### src/rtl/keypad_pkg.sv
// Shared types and helpers for the matrix keypad scanner.
// State encoding, constant-width math and the row priority encoder live here.
package keypad_pkg;

   typedef enum logic [1:0] {
      SCAN,
      DEB_PRESS,
      HELD,
      DEB_RELEASE
   } kp_state_e;

   function automatic int unsigned clog2(input int unsigned v);
      int unsigned r;
      r = 0;
      while ((64'(1) << r) < 64'(v)) r++;
      return r;
   endfunction

   // Lowest set bit wins, so several closed rows in one column resolve to the lowest row.
   function automatic int unsigned lowest_set(input logic [31:0] v);
      int unsigned r;
      logic found;
      r = 0;
      found = 1'b0;
      for (int unsigned i = 0; i < 32; i++) begin
         if (v[i] && !found) begin
            r = i;
            found = 1'b1;
         end
      end
      return r;
   endfunction

endpackage

### src/rtl/keypad_scanner_if.sv
// Keypad-side and consumer-side signals of the scanner, grouped as one bundle.
// master = scanner, slave = keypad model plus consuming controller.
interface keypad_scanner_if
   import keypad_pkg::*;
#(
   parameter int unsigned ROWS = 4,
   parameter int unsigned COLS = 4
) ();

   localparam int unsigned CODE_W = clog2(ROWS * COLS);

   logic [ROWS-1:0]   row;
   logic [COLS-1:0]   col;
   logic [CODE_W-1:0] key_code;
   logic              key_valid;
   logic              key_ready;
   logic              overrun;
   logic              busy;

   modport master (
      input  row, key_ready,
      output col, key_code, key_valid, overrun, busy
   );

   modport slave (
      output row, key_ready,
      input  col, key_code, key_valid, overrun, busy
   );

endinterface

### src/rtl/key_debounce_counter.sv
// Compare-and-count block: counts consecutive edges where sample equals the reference
// pattern; 'last' flags the edge whose increment reaches TERMINAL.
module key_debounce_counter #(
   parameter int unsigned W        = 4,
   parameter int unsigned CW       = 3,
   parameter int unsigned TERMINAL = 4
) (
   input  logic         clk,
   input  logic         rst,
   input  logic         clear,
   input  logic         start,
   input  logic         enable,
   input  logic [W-1:0] sample,
   input  logic [W-1:0] ref_pat,
   output logic         match,
   output logic         last
);

   localparam logic [CW-1:0] TERM_M1 = CW'(TERMINAL - 1);
   localparam logic [CW-1:0] CNT_MAX = '1;

   logic [CW-1:0] count;

   assign match = (sample == ref_pat);
   assign last  = enable && match && (count >= TERM_M1);

   always_ff @(posedge clk) begin
      if (rst || clear) begin
         count <= '0;
      end else if (start) begin
         count <= CW'(1);
      end else if (enable && match && (count != CNT_MAX)) begin
         count <= count + CW'(1);
      end
   end

endmodule

### src/rtl/keypad_scanner.sv
// Clocked matrix-keypad scanner: one-hot column strobe, press/release debounce,
// binary key code over a valid/ready handshake with overrun reporting.
module keypad_scanner
   import keypad_pkg::*;
#(
   parameter int unsigned ROWS            = 4,
   parameter int unsigned COLS            = 4,
   parameter int unsigned SCAN_HOLD       = 2,
   parameter int unsigned DEBOUNCE_CYCLES = 4
) (
   input  logic             clk,
   input  logic             rst,
   keypad_scanner_if.master bus
);

   localparam int unsigned CODE_W  = clog2(ROWS * COLS);
   localparam int unsigned CIW     = clog2(COLS);
   localparam int unsigned CNT_TOP = (SCAN_HOLD > DEBOUNCE_CYCLES) ? SCAN_HOLD : DEBOUNCE_CYCLES;
   localparam int unsigned CW      = clog2(CNT_TOP + 1);

   localparam logic [CW-1:0]  HOLD_LAST = CW'(SCAN_HOLD - 1);
   localparam logic [CIW-1:0] COL_LAST  = CIW'(COLS - 1);

   kp_state_e         state, state_n;
   logic [CIW-1:0]    col_idx;
   logic [CW-1:0]     hold_cnt;
   logic [ROWS-1:0]   row_snap;
   logic [ROWS-1:0]   acc_rows;
   logic [ROWS-1:0]   dc_ref;
   logic [CODE_W-1:0] key_code;
   logic [CODE_W-1:0] code_new;
   logic              key_valid;
   logic              overrun;
   logic              accept;
   logic              dc_start, dc_clear, dc_en, dc_match, dc_last;
   logic              col_adv, hold_rst, hold_inc;

   assign bus.col       = COLS'(1) << col_idx;
   assign bus.key_code  = key_code;
   assign bus.key_valid = key_valid;
   assign bus.overrun   = overrun;
   assign bus.busy      = (state != SCAN);

   // One counter serves both phases: press compares against the snapshot, release against zero.
   assign dc_ref = (state == DEB_PRESS) ? row_snap : '0;

   key_debounce_counter #(
      .W        (ROWS),
      .CW       (CW),
      .TERMINAL (DEBOUNCE_CYCLES)
   ) u_deb (
      .clk     (clk),
      .rst     (rst),
      .clear   (dc_clear),
      .start   (dc_start),
      .enable  (dc_en),
      .sample  (bus.row),
      .ref_pat (dc_ref),
      .match   (dc_match),
      .last    (dc_last)
   );

   // On the detect edge the snapshot is not yet registered, so take the live rows.
   assign acc_rows = (state == SCAN) ? bus.row : row_snap;
   assign code_new = CODE_W'(lowest_set(32'(acc_rows)) * COLS + 32'(col_idx));

   always_ff @(posedge clk) begin
      if (rst) state <= SCAN;
      else     state <= state_n;
   end

   always_comb begin
      state_n  = state;
      accept   = 1'b0;
      dc_start = 1'b0;
      dc_clear = 1'b0;
      dc_en    = 1'b0;
      col_adv  = 1'b0;
      hold_rst = 1'b0;
      hold_inc = 1'b0;
      case (state)
         SCAN: begin
            if (bus.row != '0) begin
               dc_start = 1'b1;
               if (DEBOUNCE_CYCLES <= 1) begin
                  accept   = 1'b1;
                  dc_clear = 1'b1;
                  state_n  = HELD;
               end else begin
                  state_n = DEB_PRESS;
               end
            end else if (hold_cnt >= HOLD_LAST) begin
               col_adv  = 1'b1;
               hold_rst = 1'b1;
            end else begin
               hold_inc = 1'b1;
            end
         end
         DEB_PRESS: begin
            dc_en = 1'b1;
            if (!dc_match) begin
               dc_clear = 1'b1;
               hold_rst = 1'b1;
               state_n  = SCAN;
            end else if (dc_last) begin
               accept   = 1'b1;
               dc_clear = 1'b1;
               state_n  = HELD;
            end
         end
         HELD: begin
            if (bus.row == '0) begin
               dc_start = 1'b1;
               if (DEBOUNCE_CYCLES <= 1) begin
                  dc_clear = 1'b1;
                  col_adv  = 1'b1;
                  hold_rst = 1'b1;
                  state_n  = SCAN;
               end else begin
                  state_n = DEB_RELEASE;
               end
            end
         end
         DEB_RELEASE: begin
            dc_en = 1'b1;
            if (!dc_match) begin
               dc_clear = 1'b1;
               state_n  = HELD;
            end else if (dc_last) begin
               dc_clear = 1'b1;
               col_adv  = 1'b1;
               hold_rst = 1'b1;
               state_n  = SCAN;
            end
         end
         default: state_n = SCAN;
      endcase
   end

   always_ff @(posedge clk) begin
      if (rst) begin
         col_idx   <= '0;
         hold_cnt  <= '0;
         row_snap  <= '0;
         key_code  <= '0;
         key_valid <= 1'b0;
         overrun   <= 1'b0;
      end else begin
         overrun <= 1'b0;
         if (state == SCAN && bus.row != '0) row_snap <= bus.row;
         if (col_adv) col_idx <= (col_idx == COL_LAST) ? '0 : col_idx + CIW'(1);
         if (hold_rst)      hold_cnt <= '0;
         else if (hold_inc) hold_cnt <= hold_cnt + CW'(1);
         // A same-edge handshake frees the slot, so the new key loads instead of overrunning.
         if (accept) begin
            if (!key_valid || bus.key_ready) begin
               key_code  <= code_new;
               key_valid <= 1'b1;
            end else begin
               overrun <= 1'b1;
            end
         end else if (key_valid && bus.key_ready) begin
            key_valid <= 1'b0;
         end
      end
   end

endmodule

### src/flat_wrapper.sv
// flat-port wrapper written by rule: the top's interface ports become plain ports
module keypad_scanner_flat import keypad_pkg::*;
#(
   parameter int unsigned ROWS            = 4,
   parameter int unsigned COLS            = 4,
   parameter int unsigned SCAN_HOLD       = 2,
   parameter int unsigned DEBOUNCE_CYCLES = 4
)
  (clk, rst, bus_row, bus_key_ready, bus_col, bus_key_code, bus_key_valid, bus_overrun, bus_busy);
  keypad_scanner_if #(.ROWS(ROWS), .COLS(COLS)) bus_i ();
  input  logic clk;
  input  logic rst;
  input wire logic [$bits(bus_i.row)-1:0] bus_row;
  input wire logic [$bits(bus_i.key_ready)-1:0] bus_key_ready;
  output wire logic [$bits(bus_i.col)-1:0] bus_col;
  output wire logic [$bits(bus_i.key_code)-1:0] bus_key_code;
  output wire logic [$bits(bus_i.key_valid)-1:0] bus_key_valid;
  output wire logic [$bits(bus_i.overrun)-1:0] bus_overrun;
  output wire logic [$bits(bus_i.busy)-1:0] bus_busy;
  assign bus_i.row = bus_row;
  assign bus_i.key_ready = bus_key_ready;
  assign bus_col = bus_i.col;
  assign bus_key_code = bus_i.key_code;
  assign bus_key_valid = bus_i.key_valid;
  assign bus_overrun = bus_i.overrun;
  assign bus_busy = bus_i.busy;
  keypad_scanner #(.ROWS(ROWS), .COLS(COLS), .SCAN_HOLD(SCAN_HOLD), .DEBOUNCE_CYCLES(DEBOUNCE_CYCLES)) u_core (.clk(clk), .rst(rst), .bus(bus_i));
endmodule
### config.mk
export PLATFORM = sky130hd
export DESIGN_NAME = keypad_scanner_flat
export DESIGN_NICKNAME = d
export VERILOG_FILES = /design/src/rtl/keypad_pkg.sv /design/src/rtl/keypad_scanner_if.sv /design/src/rtl/key_debounce_counter.sv /design/src/rtl/keypad_scanner.sv /design/src/flat_wrapper.sv
export SDC_FILE = /design/constraint.sdc
export NUM_CORES = 1
export LEC_CHECK = 0
export ABC_AREA = 1
export ABC_CLOCK_PERIOD_IN_PS = 2320
export BUFFER_PORTS_ARGS = -buffer_cell sky130_fd_sc_hd__buf_2
export CAP_MARGIN = 10
export CORE_MARGIN = 1.5
export CORE_UTILIZATION = 60
export CTS_CLUSTER_SIZE = 8
export DETAILED_ROUTE_END_ITERATION = 6
export HOLD_SLACK_MARGIN = 0.05
export PLACE_DENSITY = 0.79
export RECOVER_POWER = 50
export SLEW_MARGIN = 15
export SYNTH_ARGS = -nofsm -noshare
export SYNTH_HDL_FRONTEND = slang
export SYNTH_SLANG_ARGS = --single-unit
### constraint.sdc
create_clock -name clk -period 2.32 [get_ports clk]
set_input_delay 0.696 -clock clk [delete_from_list [all_inputs] [get_ports clk]]
set_output_delay 0.696 -clock clk [all_outputs]
set_load 0.01 [all_outputs]
==> flow_summary.json, run 1 <==
{
  "yosysTopAreaCell": "dfxtp_1",
  "die_area_mm2": 0.00237,
  "cts_resized": 0,
  "insertion_delay_ps": 320,
  "arrival_ps": 1450,
  "finalWorstSetupSlack_ps": 176,
  "ys_seq_area_share_pct": 31.9,
  "synth_nets": 203,
  "ys_top_cells_by_area": "dfxtp_1 (32%), ha_1 (13%), nand2_1 (13%)",
  "period_share_pct": 92.4,
  "slew_headroom_pct": 73.7,
  "cellPowerDensity_mw_per_mm2": 507,
  "drive_gt1_share_pct": 11.4,
  "syn_area_mm2": 0.00125,
  "core_mm2": 0.00196,
  "diodes": 0,
  "antenna_found_initial": 0,
  "area_growth_pct": 9.78,
  "cts-root-buf": "clkbuf_4",
  "core.rowCount": 16,
  "grt_overflow": 0,
  "grt_pass1_wl_um": 4390,
  "grt_max_degree": 13,
  "min_path_cells": 2,
  "nFillCells": 191,
  "wire_per_inst_um": 11.3,
  "crit_required_ps": 1620,
  "cpMaxStageDelayCell": "dfxtp_1",
  "path_class": "reg -> out",
  "place_ws_ps": 421,
  "critPathCaptureType": "primary output",
  "yosysWarnings": 0,
  "leakagePower_nw": 0.675,
  "crit_buf_inv": 3,
  "gp_congestion": 0.812,
  "cts_setup_buffers": 0,
  "crit_fanout": 10,
  "fin_cells": 228,
  "crit_path_start_kind": "flip-flop",
  "vias_per_cell": 5.14,
  "r2r_cells": 11,
  "cap_violations": 0,
  "cpMostUsedCell": "inv_1",
  "grt_pass1_vias": 1054,
  "fmax_mhz": 466,
  "layout_commonest_cell": "nand2_1",
  "setup_viol": 0,
  "crit_path_cell_trace": "inv_1 > ha_1 > inv_1 > buf_2",
  "cts_tree": "done",
  "maxSlewViolCount": 0,
  "max_slew.worst_pin.slew_ps": 390,
  "avgSynthCellArea_um2": 6.85,
  "die_y_um": 48.7,
  "ir_worst_vdd_uv": 438,
  "critPathMaxStageDelay_ps": 350,
  "placed_cells": 224,
  "io_buffer_count": 17,
  "drtIter0Drc": 23,
  "cts_num_sinks": 20,
  "hold_violations": 0,
  "ant_nets": 0,
  "grt_usage_pct": 24.3,
  "fin_crit_ps": 2140,
  "drc": 0,
  "pin_count": 18,
  "crit_family": "buffers and inverters",
  "synth.distinct_cells": 22,
  "path_clk_slew_ps": 120,
  "start_util_pct": 63.9,
  "min_path_type": "reg -> reg",
  "dp_hpwl_um": 2020,
  "finalNetCount": 222,
  "cts_made_buffers": 3,
  "ys_seq_elements": 20,
  "totalWireLength_um": 2580,
  "vias": 1171,
  "fp.dieW_um": 48.7,
  "cts_max_path_buffers": 2,
  "h-tree-depth": 1,
  "status": "finished, final reports clean",
  "skew_ps": 8.80,
  "ctsHoldBuffers": 0,
  "worst-path-stages": 4,
  "dr.pass1.iters": 4,
  "rsz0062_at_grt": "no",
  "setup_tns_ps": 0,
  "yosys.area.top_type_share_pct": 31.9,
  "final_cell_mix": "nand2_1 (43), inv_1 (27), dfxtp_1 (20)",
  "synthCells": 183
}
[metrics by stage]
| step | total power [mW] | area (um2) | utilization, % | hold WS [ps] |
|---|---|---|---|---|
| floorplan | 0.464 | 1250 | - | 452 |
| global placement | 0.487 | 1350 | 68.9 | 454 |
| detailed placement | 0.490 | 1350 | 68.9 | 462 |
| CTS | 0.699 | 1390 | 70.8 | 479 |
| global route | 0.732 | 1380 | 70.2 | 517 |
| finish | 0.697 | 1380 | 70.2 | 482 |
[worst min-delay path, cell delays in order, from the launching register on]
cell     delay [ps]
dfxtp_1         330
nand2_1          60
a21oi_1          60
[synth_stat cells]
master and number:
a21boi_0 1, a21oi_1 17, buf_2 1, buf_6 1
clkbuf_1 1, clkinv_1 1, dfxtp_1 20, ha_1 13
inv_1 26, inv_2 2, nand2_1 42, nand2_2 5
nand3_1 13, nand3_2 1, nand3b_4 1, nand4_1 3
nor2_1 19, nor2_4 2, nor3_1 3, o21ai_0 9
or2_0 1, or2_2 1
[worst paths after layout]
path                                        startpoint                endpoint  slack (ps)
worst max-delay path                   u_core.state[1]                bus_busy         180
worst min register to register  u_core.bus.key_code[3]  u_core.bus.key_code[3]         480
worst max register to register         u_core.state[1]   u_core.u_deb.count[2]         400
worst min-delay path            u_core.bus.key_code[3]  u_core.bus.key_code[3]         480
[flip-flops by register name, summed over array words and instances, names as in the netlist]
name / cells
u_core.state: 2
u_core.bus.overrun: 1
u_core.bus.key_code: 4
u_core.hold_cnt: 3
u_core.col_idx: 2
u_core.bus.key_valid: 1
u_core.row_snap: 4
u_core.u_deb.count: 3
[power breakdown]
group / switching, mW / internal (mW) / leakage, nW / total, mW
clock network: 0.118 / 0.0961 / 0.0210 / 0.214
registers: 0.0114 / 0.354 / 0.163 / 0.366
logic: 0.0780 / 0.0392 / 0.491 / 0.117
total: 0.207 / 0.490 / 0.675 / 0.697
[kinds of logic after synthesis]
group / synth area share (%)
AOI/OAI and AO/OA: 11.0
adders and majority gates: 13.0
buffers and inverters: 10.3
DFF: 31.9
and+or+nand+nor: 33.8
[routing by layer]
| layer | part of all wire, % | vias to the layer above | track usage (%) | wire [um] |
|---|---|---|---|---|
| met5 | 0 | - | 0 | 0 |
| met4 | 1.8 | 0 | 13.8 | 46 |
| met3 | 2.9 | 5 | 4.32 | 76 |
| met2 | 48 | 18 | 43.2 | 1250 |
| met1 | 47 | 535 | 27.2 | 1210 |
| li1 | - | 613 | - | - |
[area by class of cell]
class,count,area (um2),area share (%)
clock buffer,4,36.3,2.64
inverter,29,109,7.91
multi-input combinational,131,722,52.5
sequential,20,400,29.1
tap,27,33.8,2.45
timing repair buffer,17,75.1,5.45
Power figures use the tool's default switching activity.
==> run 2, diff against run 1 <==
--- a/config.mk
+++ b/config.mk
@@ -11,3 +11,3 @@
 export CAP_MARGIN = 10
-export CORE_MARGIN = 1.5
+export CORE_MARGIN = 2
 export CORE_UTILIZATION = 60
@@ -15,2 +15,3 @@
 export DETAILED_ROUTE_END_ITERATION = 6
+export GPL_TIMING_DRIVEN = 0
 export HOLD_SLACK_MARGIN = 0.05
==> constraint.sdc (replaced) <==
create_clock -name clk -period 2.32 [get_ports clk]
set_input_delay 0.348 -clock clk [delete_from_list [all_inputs] [get_ports clk]]
set_output_delay 0.348 -clock clk [all_outputs]
set_load 0.01 [all_outputs]
==> flow_summary.json, run 2 (synthesized netlist as in run 1, its figures left out) <==
{
  "pin_count": 18,
  "reg.largest.list": "u_core.bus.key_code: 4 flops, u_core.row_snap: 4 flops",
  "cpMaxStageDelayCell": "dfxtp_1",
  "cts_tree": "done",
  "h-tree-depth": 1,
  "fp.dieW_um": 49.7,
  "grt_max_degree": 12,
  "cts_num_sinks": 20,
  "layout_commonest_cell": "nand2_1",
  "min_path_type": "in -> reg",
  "cts_setup_buffers": 0,
  "path_clk_slew_ps": 120,
  "cts-root-buf": "clkbuf_4",
  "vias_per_cell": 5.16,
  "core.rowCount": 16,
  "grt_pass1_wl_um": 4520,
  "fin_area_mm2": 0.00140,
  "drc": 0,
  "setup_tns_ps": 0,
  "max_slew.worst_pin.slew_ps": 494,
  "crit_buf_inv": 4,
  "cpMostUsedCell": "inv_1",
  "power_mw": 0.694,
  "crit_fanout": 10,
  "critPathCaptureType": "primary output",
  "cellPowerDensity_mw_per_mm2": 498,
  "wire_per_inst_um": 11.3,
  "setup_viol": 0,
  "drive_gt1_share_pct": 11.8,
  "antenna_found_initial": 0,
  "crit_path_cell_trace": "inv_1 > ha_1 > clkbuf_1 > inv_1 > buf_2",
  "status": "finished, final reports clean",
  "cts_resized": 0,
  "grt_usage_pct": 23.2,
  "ant_nets": 0,
  "crit_family": "buffers and inverters",
  "start_util_pct": 63.9,
  "crit_required_ps": 1970,
  "dp_hpwl_um": 2090,
  "final_core_util_pct": 71.1,
  "maxSlewViolCount": 0,
  "gp_congestion": 0.807,
  "ctsHoldBuffers": 0,
  "core_mm2": 0.00196,
  "period_share_pct": 81.5,
  "ir_worst_vdd_uv": 366,
  "leakagePower_nw": 0.676,
  "die_y_um": 49.7,
  "fmax_mhz": 529,
  "vias": 1193,
  "insertion_delay_ps": 310,
  "area_growth_pct": 11.3,
  "rsz0062_at_grt": "no",
  "fin_crit_ps": 1890,
  "dr.pass1.iters": 4,
  "dpl_cell_area_mm2": 0.00137,
  "totalWireLength_um": 2600,
  "io_buffer_count": 17,
  "whs_ps": 222,
  "finalNetCount": 225,
  "crit_path_start_kind": "flip-flop",
  "cts_max_path_buffers": 2,
  "grt_overflow": 0,
  "slew_headroom_pct": 67.1,
  "critPathMaxStageDelay_ps": 340,
  "path_class": "reg -> out",
  "grt_pass1_vias": 1115,
  "final_cell_mix": "nand2_1 (42), inv_1 (26), dfxtp_1 (20)",
  "die_area_mm2": 0.00247,
  "drtIter0Drc": 27,
  "cap_violations": 0,
  "diodes": 0,
  "hold_violations": 0,
  "arrival_ps": 1540,
  "skew_ps": 10.4,
  "cts_made_buffers": 3
}
-- run 2: cell types whose count changed in the layout (fill, tap and decap cells not counted), sizes merged --
cell	before	now
buf	9	8
clkbuf	12	16
-- run 2: metrics by stage --
stage / worst slack (ps) / cells
floorplan: 719 / 183
global placement: 612 / 227
detailed placement: 525 / 227
CTS: 506 / 231
global route: 315 / 231
finish: 428 / 231
-- run 2: worst paths after layout --
path	startpoint	depth (start not counted)	slack, ps	to
worst max-delay path	u_core.state[1]	5	430	bus_busy
worst min-delay path	rst	2	220	u_core.bus.overrun
worst max register to register	u_core.state[1]	11	510	u_core.u_deb.count[2]
worst min register to register	u_core.bus.key_code[3]	2	490	u_core.bus.key_code[3]
-- run 2: power breakdown --
part,total (mW),internal [mW],switching (mW)
clock network,0.207,0.0960,0.111
logic,0.122,0.0423,0.0802
registers,0.365,0.354,0.0107
total,0.694,0.493,0.202
-- run 2: final cells by class --
type | count | area, um2
Tap cell | 27 | 33.8
Timing Repair Buffer | 17 | 72.6
Buffer | 3 | 18.8
Inverter | 29 | 109
Clock buffer | 4 | 36.3
Fill cell | 193 | 567
Sequential cell | 20 | 400
Multi-Input combinational cell | 131 | 724
-- run 2: routing by layer --
layer	vias to the layer above	global-route usage [%]	share of wire (%)
met5	-	0	0
met4	0	9.72	1.2
met3	3	2.73	3.8
met2	31	41.1	52
met1	540	28.2	43
li1	619	-	-
==> run 3, diff against run 2 <==
- ABC_AREA: 1 -> 0
- ABC_CLOCK_PERIOD_IN_PS: 2320 -> 1610
- CORE_UTILIZATION: 60 -> 50
- PLACE_DENSITY: 0.79 -> 0.7
- clock period: 2.32 -> 1.61 ns (I/O delays scaled with it)
==> flow_summary.json, run 3 <==
{
  "status": "complete, but fails checks",
  "failed_checks": "negative setup slack",
  "ant_nets": 0,
  "area_growth_pct": 28.6,
  "whs_ps": 214,
  "path_clk_slew_ps": 120,
  "yosysMostFrequentCell": "nor2_1",
  "ys_seq_area_share_pct": 32.3,
  "ys_top_cells_by_area": "dfxtp_1 (32%), ha_1 (13%), nor2_1 (7.3%)",
  "hold_violations": 0,
  "p_sw_share_pct": 26.1,
  "antenna_found_initial": 0,
  "syn_area_mm2": 0.00124,
  "fmax_mhz": 510,
  "cts_max_path_buffers": 2,
  "fin_crit_ps": 1960,
  "h-tree-depth": 1,
  "fp.dieW_um": 53.8,
  "finalWorstSetupSlack_ps": -350,
  "start_util_pct": 51.5,
  "dr.pass1.iters": 4,
  "arrival_ps": 2180,
  "place_ws_ps": -610,
  "yosysTopAreaCell": "dfxtp_1",
  "p_comb_share_pct": 19.7,
  "cts-root-buf": "clkbuf_4",
  "ir_worst_vdd_uv": 528,
  "cellPowerDensity_mw_per_mm2": 744,
  "gp_congestion": 0.890,
  "grt_max_degree": 13,
  "drc": 0,
  "insertion_delay_ps": 310,
  "layout_commonest_cell": "nor2_1",
  "leakagePower_nw": 0.654,
  "die_y_um": 53.8,
  "cap_violations": 0,
  "grt_overflow": 0,
  "totalWireLength_um": 2770,
  "io_buffer_count": 15,
  "die_area_mm2": 0.00289,
  "core.rowCount": 18,
  "async_flop_share_pct": 0,
  "crit_path_start_kind": "flip-flop",
  "reg.largest.list": "u_core.bus.key_code: 4 flops, u_core.row_snap: 4 flops",
  "dp_hpwl_um": 1880,
  "diodes": 0,
  "period_share_pct": 122,
  "vias": 1138,
  "maxSlewViolCount": 0,
  "nFillCells": 194,
  "reg2reg_slack_ps": -350,
  "synth-edff-count": 0,
  "grt_pass1_vias": 1072,
  "p_clk_share_pct": 35.2,
  "avgSynthCellArea_um2": 8.73,
  "critPathCaptureType": "flip-flop",
  "drtIter0Drc": 16,
  "vias_per_cell": 5.69,
  "synthFlopType": "dfxtp_1",
  "pin_count": 18,
  "ctsHoldBuffers": 0,
  "power.switching_mw": 0.309,
  "setup_viol": 14,
  "intPower_mw": 0.876,
  "crit_required_ps": 1830,
  "synth_nets": 162,
  "min_path_type": "in -> reg",
  "grt_usage_pct": 21.7,
  "synth.distinct_cells": 39,
  "path_class": "reg -> reg",
  "drive_gt1_share_pct": 31.2,
  "core_mm2": 0.00241,
  "final_cell_mix": "nor2_1 (23), dfxtp_1 (17), ha_1 (11)",
  "cts_num_sinks": 20,
  "skew_ps": 1.38,
  "synthCells": 142,
  "max_slew.worst_pin.slew_ps": 492,
  "ys_seq_elements": 20,
  "finalNetCount": 191,
  "yosysWarnings": 0,
  "yosys.area.top_type_share_pct": 32.3,
  "rsz0062_at_grt": "yes",
  "grt_pass1_wl_um": 4600,
  "slew_headroom_pct": 66.9,
  "cts_tree": "done",
  "cts_made_buffers": 3,
  "netlist_top_cells_count": "nor2_1 (24), dfxtp_1 (20), ha_1 (13)",
  "seq_power_share_pct": 45.1,
  "wire_per_inst_um": 13.9,
  "crit_fanout": 6
}
[run 3: what timing repair did]
item                                    4_1_cts  5_1_grt
endpoints found under the setup margin       17       17
pin swaps                                     2        5
gates resized for setup                      13       16
buffers inserted                             10        0
[run 3: final cells by class]
cell class	instances	area (um2)	area share (%)
flip-flops and latches	20	407	25.5
plain buffers	5	48.8	3.06
clock buffers	3	22.5	1.41
clock inverters	1	30.0	1.88
repair buffers	25	156	9.81
multi-input cells	107	858	53.8
well taps	30	37.5	2.35
inverters	9	33.8	2.12
[run 3: cells by family (layout without fill, tap and decap cells)]
logic type / count (synthesis) / in the layout / share of synthesized area, %
AO/OA/AOI/OAI: 32 / 32 / 19.2
AND/OR/NAND/NOR: 53 / 53 / 22.0
buffers and inverters: 15 / 43 / 6.36
multiplexers: 6 / 6 / 4.94
XOR/XNOR: 3 / 3 / 2.12
flip-flops: 20 / 20 / 32.3
adder cells (fa/ha/maj): 13 / 13 / 13.1
[run 3: path summary, 6_finish.rpt]
path / endpoint / cells after the start / from
setup reg to reg: u_core.u_deb.count[1] / 9 / u_core.state[1]
hold / removal: u_core.row_snap[1] / 3 / bus_row[1]
setup / recovery: u_core.u_deb.count[1] / 9 / u_core.state[1]
hold reg to reg: u_core.hold_cnt[1] / 2 / u_core.hold_cnt[1]
[run 3: worst max-delay path, stage by stage, from the launching register on]
cell and delay, ps:
dfxtp_2 350, inv_2 50, ha_4 160, buf_8 120, o21ai_2 60, nand2_2 90, a32oi_4 300, nor3b_4 270
mux2_4 320, and3_4 160
[run 3: per-stage QoR]
| step | instance area [um2] | cells | TNS, ps | power [mW] | utilization, % |
|---|---|---|---|---|---|
| 3_5_place_dp | 1370 | 187 | -5160 | 0.710 | 56.7 |
| 6_report | 1590 | 200 | -3730 | 1.19 | 66.1 |
| 5_1_grt | 1590 | 200 | -5310 | 1.25 | 66.1 |
| 4_1_cts | 1540 | 200 | -3860 | 1.17 | 63.9 |
| 3_3_place_gp | 1370 | 187 | -4470 | 0.706 | 56.7 |
| 2_1_floorplan | 1250 | 142 | -2270 | 0.667 | - |
[run 3: power by group through the flow]
stage / clock network, mW / logic, mW / registers (mW)
after floorplan: 0 / 0.128 / 0.539
after global placement: 0 / 0.162 / 0.544
after detailed placement: 0 / 0.166 / 0.544
after CTS: 0.431 / 0.208 / 0.534
after global routing: 0.455 / 0.258 / 0.538
final: 0.417 / 0.234 / 0.535
[run 3: metal layers]
metal,track usage [%],vias up,routed length [um]
met4,10.3,0,52
met5,0,-,0
met1,26.3,538,1180
met2,36.8,34,1400
met3,3.89,5,146
li1,-,561,-
